**config.mk**
```make
export PLATFORM = sky130hd
export DESIGN_NAME = axis_frame_rx
export DESIGN_NICKNAME = d
export VERILOG_FILES = /design/src/rtl/axis_frame_rx.sv
export SDC_FILE = /design/constraint.sdc
export NUM_CORES = 1
export LEC_CHECK = 0
export ABC_AREA = 0
export CAP_MARGIN = 20
export CORE_ASPECT_RATIO = 0.75
export CORE_MARGIN = 10
export CORE_UTILIZATION = 55
export CTS_CLUSTER_DIAMETER = 60
export DETAILED_ROUTE_END_ITERATION = 8
export GPL_TIMING_DRIVEN = 0
export PLACE_DENSITY_LB_ADDON = 0.15
export RECOVER_POWER = 50
export SLEW_MARGIN = 20
export SYNTH_ARGS = -nofsm -noshare
export SYNTH_HDL_FRONTEND = slang
export SYNTH_SLANG_ARGS = --single-unit
```
**constraint.sdc**
```tcl
create_clock -name clk -period 11.6 [get_ports clk]
set_input_delay 1.16 -clock clk [delete_from_list [all_inputs] [get_ports clk]]
set_output_delay 1.16 -clock clk [all_outputs]
set_load 0.05 [all_outputs]
```
**src/rtl/axis_frame_rx.sv**
```systemverilog
// AXI-Stream frame receiver: buffers beats in a FIFO, unpacks them to one sample per
// cycle into FFT memory. Define AXIS_FRAME_RX_STATS_EN for saturating frame/error counters.
module axis_frame_rx #(
    parameter int unsigned SAMPLE_WDT      = 16,
    parameter int unsigned BEAT_SAMPLES    = 2,
    parameter int unsigned FFT_SIZE_LOG2   = 10,
    parameter int unsigned FIFO_DEPTH_LOG2 = 4
) (
    input  logic                                  clk,
    input  logic                                  rst_n,
    input  logic [2*SAMPLE_WDT*BEAT_SAMPLES-1:0]  S_AXIS_TDATA,
    input  logic                                  S_AXIS_TLAST,
    input  logic                                  S_AXIS_TVALID,
    output logic                                  S_AXIS_TREADY,
    input  logic                                  cfg_bitrev,
    input  logic                                  comp_busy,
    input  logic                                  m_axis_if_busy,
    output logic [FFT_SIZE_LOG2-1:0]              s_axis_if_addr,
    output logic [SAMPLE_WDT-1:0]                 data_re_0_in,
    output logic [SAMPLE_WDT-1:0]                 data_im_0_in,
    output logic                                  push,
    output logic                                  rx_done,
    output logic                                  rx_err_short,
    output logic                                  rx_err_long,
    output logic                                  s_axis_if_busy
`ifdef AXIS_FRAME_RX_STATS_EN
    ,
    output logic [15:0]                           stat_frame_cnt,
    output logic [15:0]                           stat_err_cnt
`endif
);

    localparam int unsigned TDATA_WDT   = 2 * SAMPLE_WDT * BEAT_SAMPLES;
    localparam int unsigned SMP_W       = 2 * SAMPLE_WDT;
    localparam int unsigned FFT_SIZE    = 1 << FFT_SIZE_LOG2;
    localparam int unsigned FRAME_BEATS = FFT_SIZE / BEAT_SAMPLES;
    localparam int unsigned CNT_W       = FFT_SIZE_LOG2 + 1;
    localparam int unsigned PTR_W       = FIFO_DEPTH_LOG2 + 1;
    localparam int unsigned DEPTH       = 1 << FIFO_DEPTH_LOG2;
    localparam int unsigned IDX_W       = (BEAT_SAMPLES > 1) ? $clog2(BEAT_SAMPLES) : 1;

    typedef enum logic [2:0] {
        IDLE    = 3'd0,
        RX      = 3'd1,
        DISCARD = 3'd2,
        DRAIN   = 3'd3,
        PAD     = 3'd4,
        DONE    = 3'd5
    } state_t;

    state_t state, state_nxt;

    logic                   start;
    logic                   fifo_wr;
    logic                   set_long;
    logic                   set_short;
    logic                   pad_push;
    logic                   hs;

    logic [TDATA_WDT-1:0]   fifo_mem [DEPTH];
    logic [PTR_W-1:0]       wr_ptr, rd_ptr, wr_ptr_nxt, rd_ptr_nxt;
    logic                   fifo_empty, fifo_full, full_nxt;

    logic [TDATA_WDT-1:0]   beat_q;
    logic [IDX_W-1:0]       idx_q;
    logic                   unp_active;
    logic                   unp_last;
    logic                   pop;
    logic                   emit;
    logic [SMP_W-1:0]       cur_smp;

    logic [CNT_W-1:0]       n_q;
    logic [CNT_W-1:0]       beat_cnt;
    logic                   brev_q;
    logic                   tready_nxt;
    logic [FFT_SIZE_LOG2-1:0] wr_addr;

    function automatic logic is_full(input logic [PTR_W-1:0] wp, input logic [PTR_W-1:0] rp);
        return (wp[PTR_W-1] != rp[PTR_W-1]) && (wp[PTR_W-2:0] == rp[PTR_W-2:0]);
    endfunction

    function automatic logic [FFT_SIZE_LOG2-1:0] bit_rev(input logic [FFT_SIZE_LOG2-1:0] a);
        logic [FFT_SIZE_LOG2-1:0] r;
        for (int i = 0; i < int'(FFT_SIZE_LOG2); i++) begin
            r[i] = a[int'(FFT_SIZE_LOG2) - 1 - i];
        end
        return r;
    endfunction

    // FIFO status and unpacker handshake
    assign hs         = S_AXIS_TVALID && S_AXIS_TREADY;
    assign fifo_empty = (wr_ptr == rd_ptr);
    assign fifo_full  = is_full(wr_ptr, rd_ptr);
    assign unp_last   = unp_active && (idx_q == IDX_W'(BEAT_SAMPLES - 1));
    assign pop        = !fifo_empty && (!unp_active || unp_last);
    assign emit       = unp_active && (n_q < CNT_W'(FFT_SIZE));
    assign cur_smp    = SMP_W'(beat_q >> (SMP_W * 32'(idx_q)));
    assign wr_addr    = brev_q ? bit_rev(n_q[FFT_SIZE_LOG2-1:0]) : n_q[FFT_SIZE_LOG2-1:0];

    assign wr_ptr_nxt = wr_ptr + PTR_W'(fifo_wr);
    assign rd_ptr_nxt = rd_ptr + PTR_W'(pop);
    assign full_nxt   = is_full(wr_ptr_nxt, rd_ptr_nxt);

    // State register
    always_ff @(posedge clk or negedge rst_n) begin
        if (!rst_n) begin
            state <= IDLE;
        end else begin
            state <= state_nxt;
        end
    end

    // Next-state and control strobes
    always_comb begin
        state_nxt = state;
        start     = 1'b0;
        fifo_wr   = 1'b0;
        set_long  = 1'b0;
        set_short = 1'b0;
        pad_push  = 1'b0;
        case (state)
            IDLE: begin
                if (S_AXIS_TVALID && !comp_busy && !m_axis_if_busy) begin
                    state_nxt = RX;
                    start     = 1'b1;
                end
            end
            RX: begin
                if (hs && !fifo_full) begin
                    fifo_wr = 1'b1;
                    if (S_AXIS_TLAST) begin
                        state_nxt = DRAIN;
                    end else if (beat_cnt == CNT_W'(FRAME_BEATS - 1)) begin
                        state_nxt = DISCARD;
                        set_long  = 1'b1;
                    end
                end
            end
            DISCARD: begin
                if (hs && S_AXIS_TLAST) begin
                    state_nxt = DRAIN;
                end
            end
            DRAIN: begin
                if (fifo_empty && !unp_active) begin
                    if (n_q < CNT_W'(FFT_SIZE)) begin
                        state_nxt = PAD;
                        set_short = 1'b1;
                    end else begin
                        state_nxt = DONE;
                    end
                end
            end
            PAD: begin
                if (n_q == CNT_W'(FFT_SIZE)) begin
                    state_nxt = DONE;
                end else begin
                    pad_push = 1'b1;
                end
            end
            DONE: begin
                state_nxt = IDLE;
            end
            default: begin
                state_nxt = IDLE;
            end
        endcase
    end

    // TREADY is registered, so it is derived from next state and next FIFO occupancy
    assign tready_nxt = ((state_nxt == RX) && !full_nxt) || (state_nxt == DISCARD);

    // Beat storage; contents need no reset
    always_ff @(posedge clk) begin
        if (fifo_wr) begin
            fifo_mem[wr_ptr[FIFO_DEPTH_LOG2-1:0]] <= S_AXIS_TDATA;
        end
    end

    // FIFO pointers and frame counters
    always_ff @(posedge clk or negedge rst_n) begin
        if (!rst_n) begin
            wr_ptr   <= '0;
            rd_ptr   <= '0;
            beat_cnt <= '0;
            n_q      <= '0;
            brev_q   <= 1'b0;
        end else begin
            wr_ptr <= wr_ptr_nxt;
            rd_ptr <= rd_ptr_nxt;
            if (start) begin
                beat_cnt <= '0;
                n_q      <= '0;
                brev_q   <= cfg_bitrev;
            end else begin
                if (fifo_wr) begin
                    beat_cnt <= beat_cnt + CNT_W'(1);
                end
                if (emit || pad_push) begin
                    n_q <= n_q + CNT_W'(1);
                end
            end
        end
    end

    // Unpacker: reloads on the last sample of the current beat to avoid bubbles
    always_ff @(posedge clk or negedge rst_n) begin
        if (!rst_n) begin
            beat_q     <= '0;
            idx_q      <= '0;
            unp_active <= 1'b0;
        end else if (pop) begin
            beat_q     <= fifo_mem[rd_ptr[FIFO_DEPTH_LOG2-1:0]];
            idx_q      <= '0;
            unp_active <= 1'b1;
        end else if (unp_last) begin
            unp_active <= 1'b0;
        end else if (unp_active) begin
            idx_q <= idx_q + IDX_W'(1);
        end
    end

    // Registered outputs
    always_ff @(posedge clk or negedge rst_n) begin
        if (!rst_n) begin
            S_AXIS_TREADY  <= 1'b0;
            s_axis_if_busy <= 1'b0;
            rx_done        <= 1'b0;
            push           <= 1'b0;
            s_axis_if_addr <= '0;
            data_re_0_in   <= '0;
            data_im_0_in   <= '0;
            rx_err_short   <= 1'b0;
            rx_err_long    <= 1'b0;
        end else begin
            S_AXIS_TREADY  <= tready_nxt;
            s_axis_if_busy <= (state_nxt != IDLE);
            rx_done        <= (state_nxt == DONE);
            push           <= emit || pad_push;
            if (emit || pad_push) begin
                s_axis_if_addr <= wr_addr;
                data_re_0_in   <= emit ? cur_smp[SMP_W-1:SAMPLE_WDT] : '0;
                data_im_0_in   <= emit ? cur_smp[SAMPLE_WDT-1:0]     : '0;
            end
            if (start) begin
                rx_err_short <= 1'b0;
                rx_err_long  <= 1'b0;
            end else begin
                if (set_short) rx_err_short <= 1'b1;
                if (set_long)  rx_err_long  <= 1'b1;
            end
        end
    end

`ifdef AXIS_FRAME_RX_STATS_EN
    // Saturating statistics, counted as rx_done is raised
    always_ff @(posedge clk or negedge rst_n) begin
        if (!rst_n) begin
            stat_frame_cnt <= '0;
            stat_err_cnt   <= '0;
        end else if (state_nxt == DONE) begin
            if (stat_frame_cnt != 16'hFFFF) begin
                stat_frame_cnt <= stat_frame_cnt + 16'd1;
            end
            if ((rx_err_short || rx_err_long) && (stat_err_cnt != 16'hFFFF)) begin
                stat_err_cnt <= stat_err_cnt + 16'd1;
            end
        end
    end
`endif

endmodule

```
==> results of run 1 <==
cell usage in the layout (no fill, tap or decap), drive strengths merged, types with 39 or more instances in the layout:
master | netlist | routed
buf | 59 | 226
clkbuf | 43 | 188
clkdlybuf4s50 | 0 | 52
clkinv | 1 | 44
dfrtp | 150 | 150
dlygate4sd3 | 0 | 65
edfxtp | 1024 | 1024
mux2 | 65 | 65
mux2i | 44 | 44
mux4 | 320 | 320
nand2 | 58 | 58
nor2 | 39 | 39
o21ai | 43 | 43
power breakdown:
group / internal [uW] / switching, uW
Sequential: 4900 / 266
Combinational: 1880 / 2170
Clock: 2030 / 1530
Total: 8820 / 3970
cell type report:
class                      count  area (sq um)
tap                         1058          1324
fill                        5218         28150
inverter                      11         41.29
antenna                        7         17.52
clock inverter                62         565.5
clock buffer                 142          3017
sequential                  1174         34500
multi-input combinational    688         10000
buffer                       102         625.6
timing repair buffer         287          2608
logic make-up after synthesis:
family	Yosys count	synth area share [%]
multiplexers	429	18.75
adder cells (fa/ha/maj)	7	0.1942
AND/OR/NAND/NOR	161	1.693
AO/OA/AOI/OAI	57	0.7104
flip-flops	1174	76.52
buffers and inverters	113	1.476
XOR/XNOR	34	0.6604
per-stage QoR:
step	worst slack, ps	hold WS, ps	area, sq um	std cells
global route	6020	522.9	52690	3526
detailed placement	6714	472.4	49130	3320
global placement	-6195	465.8	47600	3151
finish	6968	493.2	52700	3531
CTS	7409	480.9	52720	3524
floorplan	3022	480.0	45090	1975
worst paths after layout:
| path | to | startpoint | cells past startpoint | slack, ps |
|---|---|---|---|---|
| min reg2reg | data_im_0_in[2] | data_im_0_in[2] | 2 | 490 |
| max | beat_q[28] | rst_n | 1 | 6970 |
| max reg2reg | fifo_mem[6][5] | rd_ptr[1] | 13 | 7140 |
| max in group clk | fifo_mem[6][5] | rd_ptr[1] | 13 | 7140 |
| min in group asynchronous | data_im_0_in[0] | rst_n | 1 | 2100 |
| min | data_im_0_in[2] | data_im_0_in[2] | 2 | 490 |
cell usage after synthesis, types with 3 or more instances:
library cell and number:
edfxtp_1 1024, mux4_2 309, dfrtp_1 150, nand2_1 58, mux2_2 56, mux2i_1 44
clkbuf_1 43, o21ai_0 43, nor2_1 39, buf_6 27, buf_2 18, xnor2_1 17
xor2_1 17, buf_1 13, nor3_1 12, mux4_1 11, inv_1 9, mux2_4 9
nand4_1 9, nand3_1 8, nor4_1 8, and3_1 7, ha_1 7, a21oi_1 4
nand2b_1 3
flip-flops by register name (all words and copies together) (netlist names), 3 cells and up:
| signal | cells |
|---|---|
| data_im_0_in | 16 |
| rd_ptr | 5 |
| beat_q | 64 |
| wr_ptr | 5 |
| s_axis_if_addr | 10 |
| fifo_mem | 1024 |
| state | 3 |
| n_q | 11 |
| beat_cnt | 11 |
| data_re_0_in | 16 |
layer usage:
layer  GRT usage [%]  wire length [um]
met1           34.72             45350
met2           34.30             48760
met3           5.303             10150
met4           5.207              2005
met5               0                23
==> key figures, run 1 <==
Synthesis
  • #FFs+latches synth: 1174
  • Mean post-synth cell area: 22.83 sq um
  • Post-synth top area share: 68.19%
  • Largest cells by area after synthesis: edfxtp_1 (68%), mux4_2 (15%), dfrtp_1 (8.3%)
  • Register area share after synthesis: 76.52%
  • Most used flip-flop cell after synthesis: edfxtp_1
  • Syn_nets: 2053
  • YS warnings: 0
  • Post-Syn Area: 0.04509 sq mm
  • Cell taking the most area after synthesis: edfxtp_1
  • Synth Instances: 1975
  • Ys async rst share: 12.78%
  • Synth unique cells: 49
  • EDFF count, synth: 1024

Finish
  • Layout Utilization: 65.19%
  • Share of cells above drive strength 1: 31.27%
  • Final #Nets: 2452
  • Syn-to-layout area delta: 16.88%

Timing
  • Fmax: 215.9 MHz
  • Final setup viols: 0
  • Final Hold Vio Count: 0
  • Final Slew Violations: 82
  • Worst-margin pin slew: 4530 ps
  • Setup Skew: 26.31 ps
  • Crit share post-route: 39.93%
  • RSZ-0062 raised after global routing: false
  • Final min period: 4632 ps
  • Total Neg Setup Slack: 0 ps
  • Relative slew slack: -202.0%

Clock tree
  • Cts hold-fix bufs: 0
  • CTS resizes: 0
  • CTS clk-pin slew, worst paths: 60 ps
  • CTS buffer count: 110
  • Longest Clk Path Bufs: 3
  • CTS Root Cell: clkbuf_16
  • Skew-Pair Late Insertion Delay: 690 ps
  • Htree depth: 3
  • CTS tree: done
  • # Post-CTS Setup Buffers: 0
  • Sink Count: 1174

Setup path
  • WP buf/inv: 1
  • Family with the most delay on the worst path: buffers and inverters
  • Crit end category: async pin
  • Max stage delay on crit path: 3120 ps
  • CP arrival: 4350 ps
  • CP startpoint kind: input pin
  • WS Path Type: input pin to async pin
  • CP cell instances: clkbuf_1
  • CP max FO: 82
  • Slowest cell on the critical path: clkbuf_1
  • Data required, critical path: 11310 ps

Placed design
  • DP HPWL: 73310 um
  • GP Congestion: 0.8207
  • PortBufs: 118

Global routing
  • Initial antenna violation count: 21
  • Vias in the first global route: 22160
  • GRT Total Usage: 22.98%
  • Largest net degree at the start of global routing: 83
  • Overflow after GRT: 0
  • First-pass GRT wire length: 155100 um

Drt
  • DR vias/cell: 6.222
  • DR iter-0 viols: 2875
  • Drt wl/cell: 30.10 um
  • Pre-antenna DRT Iters: 5
  • DRC Markers: 0
  • Vias post-DR: 21970
  • DRT Wirelength: 106300 um
  • Final ANT Viol Nets: 0

Floorplanning
  • Chip Height: 268.0 um
  • Die ar.: 0.09396 sq mm
  • Initial Util: 55.77%
  • Die Width: 350.6 um
  • Placeable Area: 0.08085 sq mm
  • Cell row count: 90
  • IO Count: 119

Power and ir drop
  • Pwr dens: 242.6 mW/mm^2
  • Lkg Pwr: 0.01777 uW
  • PnR Total Power: 12790 uW
  • Peak VDD IR: 0.0001567 V

Status
  • Failing checks: capacitance limit, slew limit
  • Status: finished, violations left

Min path
  • Hold crit path type: flop to flop

Run
  • Max-cap violations: 1
Power figures use the tool's default switching activity.
==> inputs of run 2 (changes only) <==
- clock period: 11.6 -> 4.81 ns (I/O delays scaled with it)
==> run 2 against run 1 <==
Against the previous run:
- the flow still finishes with violations (capacitance limit, slew limit)
- worst hold slack lost 55 ps
- design area about the same
- first-iteration DRC count decreased by 9.6%
- via count fell by 0.91%
- combinational power is 140% higher
- wire length grew 0.50%
- critical endpoint is now fifo_mem[1][11]
- largest cell class unchanged
- largest power group unchanged
==> key figures, run 2 (synthesis gave the netlist of run 1 again) <==
Status
  • Status: finished, violations left
  • Failing checks: capacitance limit, slew limit

Floorplanning
  • Initial Util: 55.77%
  • Die Width: 350.6 um
  • Die ar.: 0.09396 sq mm
  • Cell row count: 90
  • Placeable Area: 0.08085 sq mm
  • Chip Height: 268.0 um
  • IO Count: 119

Timing
  • Fmax: 230.2 MHz
  • Worst-margin pin slew: 2834 ps
  • Total Neg Setup Slack: 0 ps
  • Crit share post-route: 90.33%
  • Final Slew Violations: 52
  • Final setup viols: 0
  • Final Hold Vio Count: 0
  • Relative slew slack: -88.91%
  • RSZ-0062 raised after global routing: false
  • Final min period: 4345 ps
  • Setup Skew: 19.80 ps
  • Worst Hold Margin: 437.9 ps

Clock tree
  • Skew-Pair Late Insertion Delay: 680 ps
  • CTS Root Cell: clkbuf_16
  • CTS tree: done
  • Longest Clk Path Bufs: 3
  • CTS clk-pin slew, worst paths: 60 ps
  • Sink Count: 1174
  • Htree depth: 3
  • CTS buffer count: 108
  • # Post-CTS Setup Buffers: 0

Setup path
  • Data required, critical path: 5180 ps
  • CP max FO: 10
  • Worst R2R Start: rd_ptr[2]
  • FF-to-FF setup slack: 470 ps
  • Worst setup startpoint: rd_ptr[2]
  • Crit end category: flop
  • WS Path Type: flop to flop
  • Worst reg2reg path depth: 12
  • CP arrival: 4720 ps
  • CP startpoint kind: flop
  • FF-to-FF End: fifo_mem[1][11]

Global routing
  • Largest net degree at the start of global routing: 100
  • Overflow after GRT: 0
  • Initial antenna violation count: 18
  • GRT Total Usage: 23.14%
  • Vias in the first global route: 21970
  • First-pass GRT wire length: 155300 um

Finish
  • Fin cells: 3478
  • Most common cell after layout, fill and taps aside: edfxtp_1
  • Max FFs per register: 1024
  • Most frequent cells in the layout: edfxtp_1 (1024), mux4_2 (309), dfrtp_1 (150)
  • Share of cells above drive strength 1: 29.51%
  • Syn-to-layout area delta: 16.80%
  • Final #Nets: 2405
  • Number of fill cells: 5281

Drt
  • Drt wl/cell: 30.71 um
  • DR iter-0 viols: 2599
  • Final ANT Viol Nets: 0
  • DRT Wirelength: 106800 um
  • DRC Markers: 0
  • DR vias/cell: 6.259
  • Pre-antenna DRT Iters: 5
  • Vias post-DR: 21770

Power and ir drop
  • Clock power share: 27.3%
  • Lkg Pwr: 0.01749 uW
  • Combinational share of power: 32.1%
  • PnR Total Power: 30620 uW
  • Switch Pwr: 9534 uW
  • Peak VDD IR: 0.0003032 V
  • Net Sw Frac: 31.13%
  • Internal: 21090 uW
  • Pwr dens: 581.4 mW/mm^2
  • Reg power frac: 40.6%

Min path
  • Hold Path End: brev_q
  • HP Start: cfg_bitrev
  • Hold crit path type: input pin to flop
  • Worst Hold Path Cells: 2

Placed design
  • Cells after DPL: 3274
  • PortBufs: 118
  • GP Congestion: 0.8430
  • DP HPWL: 73080 um

Run
  • Max-cap violations: 1
[run 2: cell types whose count changed in the layout (fill, tap and decap cells not counted), moves of 8 or more]
cell	delta
clkbuf_1	+15
buf_4	-23
buf_6	+40
dlygate4sd3_1	+11
buf_2	-71
buf_8	+8
clkdlybuf4s50_1	-10
[run 2: worst max-delay path, stage by stage, from the launching register on]
cell      delay (ps)
dfrtp_1          330
clkbuf_1         370
xnor2_1          150
and4_1           270
a211o_1          290
clkbuf_1         220
buf_1            450
nor4_4           820
buf_6            250
buf_4            230
buf_4            240
buf_6            190
buf_6            180
[run 2: metrics by stage]
stage | cell area [sq um] | utilization (%) | setup slack (ps)
global placement | 47650 | 58.93 | -8230
finish | 52670 | 65.14 | 465.3
detailed placement | 49230 | 60.89 | 578.7
CTS | 52670 | 65.15 | 541.6
global route | 52660 | 65.13 | 289.6
floorplan | 45140 | - | -1729
[run 2: worst max path at each step]
stage                            endpoint  slack (ps)  cells after the start
after global placement    fifo_mem[7][13]       -8230                      7
after floorplan           fifo_mem[14][0]       -1730                      7
final                     fifo_mem[1][11]         470                     12
after global routing       fifo_mem[1][0]         290                     12
after detailed placement  fifo_mem[1][14]         580                     12
after CTS                  fifo_mem[1][5]         540                     12
[run 2: per-layer routing]
layer | up-vias | track usage (%) | wire, um
met5 | - | 0 | 78
met4 | 12 | 6.427 | 2728
met3 | 178 | 6.442 | 10640
met2 | 992 | 34.64 | 49150
met1 | 11620 | 33.58 | 44220
li1 | 8971 | - | -
[run 2: final cells by class]
| type | count | area, sq um | share of cell area [%] |
|---|---|---|---|
| multi-input combinational | 688 | 10080 | 19.14 |
| inverter | 11 | 41.29 | 0.07840 |
| tap | 1058 | 1324 | 2.513 |
| timing repair buffer | 242 | 2653 | 5.036 |
| buffer | 102 | 625.6 | 1.188 |
| sequential | 1174 | 34500 | 65.51 |
| antenna | 4 | 10.01 | 0.01901 |
| clock inverter | 51 | 504.2 | 0.9574 |
| clock buffer | 148 | 2925 | 5.554 |
[run 2: repair_timing]
item	4_1_cts	5_1_grt
gates resized for setup	0	0
endpoints found under the hold margin	51	0
hold buffers	1	0
[run 2: power by group through the flow]
stage	clock network, uW	registers [uW]	logic [uW]
detailed placement	0	12600	9910
global route	8890	12500	10400
CTS	8470	12400	9970
finish	8350	12400	9830
floorplan	0	13000	6110
global placement	0	12600	9660
